--- src/rtl/display_scan_mux_if.sv ---
// rtl/display_scan_mux_if.sv - display data, digit mask and scan output bundle
interface display_scan_mux_if #(
  parameter int DIGITS = 4,
  parameter int DATA_W = 4,
  parameter int SEL_W  = $clog2(DIGITS)
);
  logic [DIGITS*DATA_W-1:0] DIGIT_DATA;
  logic                     LOAD;
  logic [DIGITS-1:0]        DIGIT_EN;
  logic [DATA_W-1:0]        OUTPUT;
  logic [DIGITS-1:0]        ANODE;
  logic [SEL_W-1:0]         SEL;
  logic                     FRAME;

  modport master (
    output DIGIT_DATA, LOAD, DIGIT_EN,
    input  OUTPUT, ANODE, SEL, FRAME
  );

  modport slave (
    input  DIGIT_DATA, LOAD, DIGIT_EN,
    output OUTPUT, ANODE, SEL, FRAME
  );
endinterface

--- src/rtl/display_scan_mux.sv ---
// rtl/display_scan_mux.sv - time-multiplexed digit scanner with blanking and double-buffered data
module display_scan_mux #(
  parameter int DIGITS   = 4,
  parameter int DATA_W   = 4,
  parameter int PRESCALE = 50000,
  parameter int BLANK    = 16,
  parameter int SEL_W    = $clog2(DIGITS)
) (
  input logic               CLK,
  input logic               RESET_N,
  display_scan_mux_if.slave bus
);
  localparam int                CNT_W     = $clog2(PRESCALE);
  localparam int                BUF_W     = DIGITS * DATA_W;
  localparam logic [CNT_W-1:0]  SLOT_LAST = CNT_W'(PRESCALE - 1);
  localparam logic [CNT_W-1:0]  BLANK_END = CNT_W'(BLANK);
  localparam logic [SEL_W-1:0]  IDX_LAST  = SEL_W'(DIGITS - 1);

  logic [CNT_W-1:0]  r_slot_cnt;
  logic [SEL_W-1:0]  r_idx;
  logic [BUF_W-1:0]  r_stage;
  logic [BUF_W-1:0]  r_disp;
  logic              r_pending;
  logic [DATA_W-1:0] r_output;
  logic [DIGITS-1:0] r_anode;
  logic              r_frame;

  logic              w_slot_wrap;
  logic              w_frame_end;
  logic [CNT_W-1:0]  w_slot_nxt;
  logic [SEL_W-1:0]  w_idx_nxt;
  logic [BUF_W-1:0]  w_disp_nxt;
  logic              w_drive_nxt;
  logic [DIGITS-1:0] w_anode_nxt;
  logic [DATA_W-1:0] w_out_nxt;
  logic              w_frame_nxt;

  // Outputs are computed from the next counter state so they land on the
  // same edge that moves the counters, keeping every output registered.
  always_comb begin
    w_slot_wrap = (r_slot_cnt == SLOT_LAST);
    w_frame_end = w_slot_wrap && (r_idx == IDX_LAST);
    w_slot_nxt  = w_slot_wrap ? '0 : r_slot_cnt + 1'b1;
    w_idx_nxt   = r_idx;
    if (w_slot_wrap) begin
      w_idx_nxt = (r_idx == IDX_LAST) ? '0 : r_idx + 1'b1;
    end

    w_disp_nxt = r_disp;
    if (w_frame_end) begin
      if (bus.LOAD) begin
        w_disp_nxt = bus.DIGIT_DATA;
      end else if (r_pending) begin
        w_disp_nxt = r_stage;
      end
    end

    w_drive_nxt = (w_slot_nxt >= BLANK_END);
    w_anode_nxt = '1;
    w_out_nxt   = '0;
    for (int i = 0; i < DIGITS; i++) begin
      if (w_idx_nxt == SEL_W'(i)) begin
        w_out_nxt      = w_disp_nxt[i*DATA_W +: DATA_W];
        w_anode_nxt[i] = ~(w_drive_nxt & bus.DIGIT_EN[i]);
      end
    end

    w_frame_nxt = (w_idx_nxt == IDX_LAST) && (w_slot_nxt == SLOT_LAST);
  end

  always_ff @(posedge CLK or negedge RESET_N) begin
    if (!RESET_N) begin
      r_slot_cnt <= '0;
      r_idx      <= '0;
      r_stage    <= '0;
      r_disp     <= '0;
      r_pending  <= 1'b0;
      r_output   <= '0;
      r_anode    <= '1;
      r_frame    <= 1'b0;
    end else begin
      r_slot_cnt <= w_slot_nxt;
      r_idx      <= w_idx_nxt;
      r_disp     <= w_disp_nxt;
      r_output   <= w_out_nxt;
      r_anode    <= w_anode_nxt;
      r_frame    <= w_frame_nxt;
      if (bus.LOAD) begin
        r_stage <= bus.DIGIT_DATA;
      end
      // A frame-end edge always consumes the stage; a load there bypasses it.
      if (w_frame_end) begin
        r_pending <= 1'b0;
      end else if (bus.LOAD) begin
        r_pending <= 1'b1;
      end
    end
  end

  assign bus.OUTPUT = r_output;
  assign bus.ANODE  = r_anode;
  assign bus.SEL    = r_idx;
  assign bus.FRAME  = r_frame;
endmodule

--- src/flat_wrapper.sv ---
// flat-port wrapper written by rule: the top's interface ports become plain ports
module display_scan_mux_flat 
#(
  parameter int DIGITS   = 4,
  parameter int DATA_W   = 4,
  parameter int PRESCALE = 50000,
  parameter int BLANK    = 16,
  parameter int SEL_W    = $clog2(DIGITS)
)
  (CLK, RESET_N, bus_DIGIT_DATA, bus_LOAD, bus_DIGIT_EN, bus_OUTPUT, bus_ANODE, bus_SEL, bus_FRAME);
  display_scan_mux_if #(.DIGITS(DIGITS), .DATA_W(DATA_W), .SEL_W(SEL_W)) bus_i ();
  input logic CLK;
  input logic RESET_N;
  input wire logic [$bits(bus_i.DIGIT_DATA)-1:0] bus_DIGIT_DATA;
  input wire logic [$bits(bus_i.LOAD)-1:0] bus_LOAD;
  input wire logic [$bits(bus_i.DIGIT_EN)-1:0] bus_DIGIT_EN;
  output wire logic [$bits(bus_i.OUTPUT)-1:0] bus_OUTPUT;
  output wire logic [$bits(bus_i.ANODE)-1:0] bus_ANODE;
  output wire logic [$bits(bus_i.SEL)-1:0] bus_SEL;
  output wire logic [$bits(bus_i.FRAME)-1:0] bus_FRAME;
  assign bus_i.DIGIT_DATA = bus_DIGIT_DATA;
  assign bus_i.LOAD = bus_LOAD;
  assign bus_i.DIGIT_EN = bus_DIGIT_EN;
  assign bus_OUTPUT = bus_i.OUTPUT;
  assign bus_ANODE = bus_i.ANODE;
  assign bus_SEL = bus_i.SEL;
  assign bus_FRAME = bus_i.FRAME;
  display_scan_mux #(.DIGITS(DIGITS), .DATA_W(DATA_W), .PRESCALE(PRESCALE), .BLANK(BLANK), .SEL_W(SEL_W)) u_core (.CLK(CLK), .RESET_N(RESET_N), .bus(bus_i));
endmodule
--- config.mk ---
export PLATFORM = sky130hd
export DESIGN_NAME = display_scan_mux_flat
export DESIGN_NICKNAME = d
export VERILOG_FILES = /design/src/rtl/display_scan_mux_if.sv /design/src/rtl/display_scan_mux.sv /design/src/flat_wrapper.sv
export SDC_FILE = /design/constraint.sdc
export NUM_CORES = 1
export LEC_CHECK = 0
export CORE_MARGIN = 2
export CORE_UTILIZATION = 40
export DETAILED_ROUTE_END_ITERATION = 8
export GPL_TIMING_DRIVEN = 0
export MAX_ROUTING_LAYER = met4
export SLEW_MARGIN = 20
export SYNTH_ARGS = -nofsm -noshare
export SYNTH_HDL_FRONTEND = slang
export SYNTH_SLANG_ARGS = --single-unit
--- constraint.sdc ---
create_clock -name CLK -period 4.9 [get_ports CLK]
set_input_delay 0.98 -clock CLK [delete_from_list [all_inputs] [get_ports CLK]]
set_output_delay 0.98 -clock CLK [all_outputs]
set_load 0.02 [all_outputs]
==> results.yml, run 1 <==
clock_network:
  cts-htree-levels: 3
  clk-insertion-delay-late_ns: 0.33
  cts_tree: "yes"
  root_buffer: "clkbuf_8"
  clock_sinks: 60
  cts_hold_buf: 0
  post_cts_resized: 0
  clockBufferDepth: 2
  cts_buffers: 9
  post_cts_buffers: 0
  clk_pin_slew_ns: 0.07
timing:
  fmax_mhz: 300
  rsz0062_at_grt: "false"
  period_share_pct: 68.1
  finalSetupViolations: 0
  hold_viol_final: 0
  slew_viol_final: 0
  tns_ns: 0
  worstMarginPinSlew_ns: 0.642
  skew_ns: 0.00791
  slew_headroom_pct: 56.0
  period_needed_ns: 3.34
logic_synthesis:
  syn_area_mm2: 0.00285
  synthTopCellsByArea: "dfrtp_1 (49%), mux2_2 (10%), dfstp_2 (3.7%), mux2i_1 (2.8%), xnor2_1 (2.8%)"
  ys.flop_type: "dfrtp_1"
  synth_cell_types: 52
  synth-seq-cells: 60
  synth_nets: 265
  ys_top_cells_by_count: "dfrtp_1 (56), mux2_2 (26), nor2_1 (14)"
  synthCells: 238
  synthDominantAreaCellType: "dfrtp_1"
  synth_edf_count: 0
  yosysTopAreaCellShare_pct: 49.2
  yosysWarnings: 0
  ys_seq_area_share_pct: 52.9
  avgSynthCellArea_um2: 12.0
  synth.most_common_cell: "dfrtp_1"
  postSynth.asyncResetShare_pct: 100
route:
  vias: 1989
  drc: 0
  wl_um: 5990
  dr.pass1.iters: 4
  drtIter0Drc: 84
  avgRoutedWirePerCell_um: 15.6
  antenna_left: 0
  viasPerCell: 5.18
global_routing:
  grt_antenna_before_repair: 0
  grt_use_met2_pct: 25.4
  track_usage_pct: 17.5
  grt_use_met1_pct: 24.4
  grt_overflow: 0
  grt_busiest_layer: "met2"
  use_met3_pct: 3.64
  grt_start_max_net_pins: 48
  grt_pass1_wl_um: 9960
  grt_pass1_vias: 1973
final_layout:
  synthToLayoutAreaGrowth_pct: 23.4
  antenna_cells: 0
  nets: 310
  num-fill-cells: 642
  layout-drive-gt1-share_pct: 21.9
  stdcell_area_mm2: 0.00352
  seqCellArea_mm2: 0.00151
  multi_input_area_mm2: 0.00125
worst_setup_path:
  startpoint_type: "primary input"
  worstSetupPathType: "primary input to flip-flop"
  cp.required_ns: 5.11
  crit_arrival_ns: 3.55
  cp_max_fo: 10
  r2r_end: "u_core.bus.OUTPUT[0]"
  r2r_start: "u_core.r_slot_cnt[1]"
  ff2ff_setup_slack_ns: 1.88
  endpoint_kind: "flip-flop"
  rr_worst_depth: 7
floorplan:
  die_area_mm2: 0.00781
  die_w_um: 88.4
  rows: 30
  ios: 34
  core_mm2: 0.00683
  initial_core_util_pct: 41.7
  die_h_um: 88.4
place:
  post-dp-hpwl_um: 4210
  port_buffers: 33
  placed_area_mm2: 0.00332
  gp_routability_congestion: 0.915
run_status:
  status: "finished clean"
pwr:
  peakVddDrop_uv: 206
  power.density_mw_per_mm2: 286
  p_leak_nw: 1.57
min_path:
  hold_class: "primary input to asynchronous set/reset pin"
run:
  drv_cap: 0
## critical path, cell delays in order
cell	delay, ns
clkdlybuf4s50_1	0.56
buf_1	0.47
clkbuf_1	0.49
mux2_2	0.41
mux2i_1	0.26
o2bb2ai_1	0.11
a221o_1	0.27
## flip-flops by register name, indices dropped and copies added, names as in the netlist
signal,cells
u_core.bus.ANODE,4
u_core.bus.FRAME,1
u_core.bus.OUTPUT,4
u_core.bus.SEL,2
u_core.r_disp,16
u_core.r_pending,1
u_core.r_slot_cnt,16
u_core.r_stage,16
## report_power, final
part	switching, W	leakage (nW)	internal, W	total, W
combinational	0.0000237	0.707	0.0000313	0.0000550
clock	0.000204	0.0927	0.000235	0.000439
sequential	0.00000314	0.768	0.000509	0.000512
total	0.000231	1.57	0.000775	0.00101
## cells by family after synthesis
group                      Yosys count  synth area share [%]
buffers and inverters               21                  3.12
xor gates and xnor gates            15                  4.61
and+or+nand+nor                     74                  15.1
DFF                                 60                  52.9
muxes                               36                  14.1
adders and majority gates            4                  1.76
AOI/OAI and AO/OA                   28                  8.39
## cells in the final DEF (no fill, tap or decap), types with 2 or more instances in the layout
master           instances
a21o_1                   3
o21a_1                   2
nand3_1                 12
o31a_1                   2
a31oi_1                  2
mux2i_1                  8
nor2b_1                  3
mux2_4                   2
ha_1                     4
inv_1                    9
nand4b_1                 2
dfstp_2                  4
or4_1                    2
nor3_1                   4
clkinv_2                 2
nand4_1                  6
clkbuf_1                 8
clkinvlp_4               2
xnor2_1                  9
xor2_1                   6
nor2_1                  14
nand2_1                 11
a21oi_1                  3
nor4_1                   7
a221o_1                  2
o2bb2ai_1                3
dfrtp_1                 56
buf_2                    2
clkdlybuf4s50_1         32
clkbuf_8                 9
mux2_2                  26
or2_2                    3
## layer usage
| layer | vias up | part of all wire, % |
|---|---|---|
| met1 | 979 | 49 |
| met4 | 0 | 1.3 |
| met2 | 45 | 46 |
| li1 | 959 | - |
| met5 | - | 0 |
| met3 | 6 | 4.2 |
## area by class of cell
type                       instances  area share (%)
clock inverter                     6            1.81
timing repair buffer              34            10.1
buffer                            11            1.46
clock buffer                      10            3.63
multi-input combinational        157            35.7
tap                               96            3.42
sequential                        60            42.8
inverter                          10            1.07
## how the worst max path moves through the flow
stage               cells after the start                   end     start
finish                                  7  u_core.bus.OUTPUT[1]  bus_LOAD
global route                            7  u_core.bus.OUTPUT[1]  bus_LOAD
CTS                                     7  u_core.bus.OUTPUT[1]  bus_LOAD
detailed placement                      7  u_core.bus.OUTPUT[1]  bus_LOAD
global placement                        1    u_core.r_stage[12]   RESET_N
floorplan                               6  u_core.bus.OUTPUT[0]  bus_LOAD
## through the flow
stage	worst slack (ns)	std cells	util [%]	power [W]	hold slack (ns)
2_1_floorplan	2.29	238	-	0.000541	0.451
3_3_place_gp	0.885	367	48.3	0.000575	0.477
3_5_place_dp	1.17	368	48.7	0.000579	0.482
4_1_cts	1.52	384	51.5	0.00102	0.498
5_1_grt	1.35	384	51.5	0.00105	0.506
6_report	1.56	384	51.5	0.00101	0.496
Power figures use the tool's default switching activity.
==> run 2: changes to the inputs <==
==> constraint.sdc (replaced) <==
create_clock -name CLK -period 2.79 [get_ports CLK]
set_input_delay 0.558 -clock CLK [delete_from_list [all_inputs] [get_ports CLK]]
set_output_delay 0.558 -clock CLK [all_outputs]
set_load 0.02 [all_outputs]
==> run 2 against run 1 <==
Effect of this change:
- clock skew fell by 0.0016 ns
- cell count did not move
- final area rose by 0.64%
- non-clock buffer count did not move
- total power rose by 76%
- highest routed layer unchanged
- routed wire length fell by 0.17%
- clock-buffer cell count did not move
- critical path depth rose by 1
- core utilization rose by 0.33 points
- die area did not move
- sequential power rose by 76%
- clock power rose by 76%
==> results.yml, run 2 (same netlist as run 1, synthesis figures left out) <==
run_status:
  status: "finished clean"
global_routing:
  grt_pass1_wl_um: 9970
  grt_overflow: 0
  grt_start_max_net_pins: 48
  grt_antenna_before_repair: 0
  grt_pass1_vias: 1974
  track_usage_pct: 17.5
route:
  vias: 1984
  wl_um: 5980
  avgRoutedWirePerCell_um: 15.6
  drtIter0Drc: 103
  dr.pass1.iters: 4
  drc: 0
  viasPerCell: 5.17
  antenna_left: 0
final_layout:
  synthToLayoutAreaGrowth_pct: 24.2
  antenna_cells: 0
  seqCellArea_mm2: 0.00151
  nets: 310
  num-fill-cells: 640
  mostFrequentLayoutCells: "dfrtp_1 (56), clkdlybuf4s50_1 (32), mux2_2 (26), nor2_1 (14)"
  reg_top3: "u_core.r_disp: 16 flops, u_core.r_slot_cnt: 16 flops, u_core.r_stage: 16 flops"
  final_common_cell: "dfrtp_1"
  layout-drive-gt1-share_pct: 23.3
  multi_input_area_mm2: 0.00127
clock_network:
  cts_buffers: 9
  root_buffer: "clkbuf_8"
  cts-htree-levels: 3
  clock_sinks: 60
  clockBufferDepth: 2
  clk_pin_slew_ns: 0.07
  clk-insertion-delay-late_ns: 0.33
  cts_tree: "yes"
pwr:
  clockPowerShare_pct: 43.7
  combPwrFrac_pct: 5.4
  power.density_mw_per_mm2: 500
  swShare_pct: 23.0
  intPower_w: 0.00136
  seqPwrFrac_pct: 50.9
  p_switching_w: 0.000406
  peakVddDrop_uv: 360
  finalPower_w: 0.00177
  p_leak_nw: 1.58
floorplan:
  ios: 34
  initial_core_util_pct: 41.7
  rows: 30
  die_w_um: 88.4
  die_area_mm2: 0.00781
  core_mm2: 0.00683
  die_h_um: 88.4
timing:
  holdWs_ns: 0.0782
  finalSetupViolations: 0
  slew_headroom_pct: 67.9
  fmax_mhz: 377
  hold_viol_final: 0
  worstMarginPinSlew_ns: 0.481
  period_needed_ns: 2.65
  period_share_pct: 95.1
  skew_ns: 0.00628
  tns_ns: 0
  slew_viol_final: 0
worst_setup_path:
  endpoint_kind: "flip-flop"
  r2r_end: "u_core.bus.OUTPUT[0]"
  cp_max_fo: 10
  r2r_start: "u_core.r_slot_cnt[1]"
  rr_worst_depth: 8
  crit_arrival_ns: 2.87
  worstSetupPathType: "flip-flop to flip-flop"
  crit_start: "u_core.r_slot_cnt[1]"
  ff2ff_setup_slack_ns: 0.14
  cp.required_ns: 3.01
  startpoint_type: "flip-flop"
run:
  drv_cap: 0
min_path:
  hold_class: "primary input to asynchronous set/reset pin"
place:
  gp_routability_congestion: 0.915
  port_buffers: 33
  post-dp-hpwl_um: 4210
## run 2: cell types whose count changed in the layout (fill, tap and decap cells not counted), sizes merged
cell	previous run	this run
clkbuf	17	16
buf	6	7
## run 2: worst max-delay path by stage
stage	end	slack, ns	depth (start not counted)
after floorplan	u_core.bus.OUTPUT[0]	0.27	7
after global routing	u_core.bus.OUTPUT[3]	-0.02	8
after global placement	u_core.r_stage[12]	-0.80	1
after detailed placement	u_core.bus.OUTPUT[1]	-0.52	7
after CTS	u_core.bus.OUTPUT[1]	0.06	7
final	u_core.bus.OUTPUT[0]	0.14	8
## run 2: per-stage QoR
stage,instances,utilization (%),cell area (um2),setup slack (ns)
2_1_floorplan,238,-,2850,0.272
3_3_place_gp,367,48.3,3300,-0.803
3_5_place_dp,368,48.7,3320,-0.516
4_1_cts,384,51.7,3530,0.0647
5_1_grt,384,51.8,3540,-0.0167
6_report,384,51.8,3540,0.137
## run 2: cell type report
cell class | count | share of cell area (%)
Multi-Input combinational cell | 157 | 35.9
Clock buffer | 10 | 3.61
Buffer | 10 | 1.38
Tap cell | 96 | 3.39
Timing Repair Buffer | 35 | 10.3
Inverter | 10 | 1.06
Clock inverter | 6 | 1.80
Sequential cell | 60 | 42.6
## run 2: layer usage
| layer | part of all wire, % | GRT usage (%) | up-vias | routed length [um] |
|---|---|---|---|---|
| met4 | 1.5 | 6.20 | 0 | 87 |
| met1 | 50 | 24.1 | 967 | 2970 |
| met2 | 44 | 25.4 | 48 | 2660 |
| li1 | - | - | 963 | - |
| met3 | 4.4 | 4.29 | 6 | 266 |
| met5 | 0 | - | - | 0 |
## run 2: repair_timing
| item | 4_1_cts | 5_1_grt |
|---|---|---|
| setup endpoints to repair | 5 | 3 |
| hold endpoints to repair | 0 | 0 |
| pin swaps | 0 | 1 |
| hold buffers | 0 | 0 |
| setup buffers | 0 | 1 |
| gates cloned | 0 | 0 |
| gates resized for setup | 4 | 0 |
## run 2: worst max-delay path: stages, from the launching register on
cell and delay (ns):
dfrtp_1 0.50, ha_1 0.31, nand3_2 0.26, nor4_4 0.32, buf_4 0.18, mux2i_4 0.34, inv_2 0.08, and2_1 0.23
a221o_1 0.32
## run 2: power by group through the flow
stage | sequential (W) | combinational, W | clock [W]
after global routing | 0.000901 | 0.000107 | 0.000838
after floorplan | 0.000916 | 0.0000351 | 0
after detailed placement | 0.000917 | 0.0000998 | 0
final | 0.000900 | 0.0000961 | 0.000772
after CTS | 0.000900 | 0.000100 | 0.000785
after global placement | 0.000916 | 0.0000941 | 0
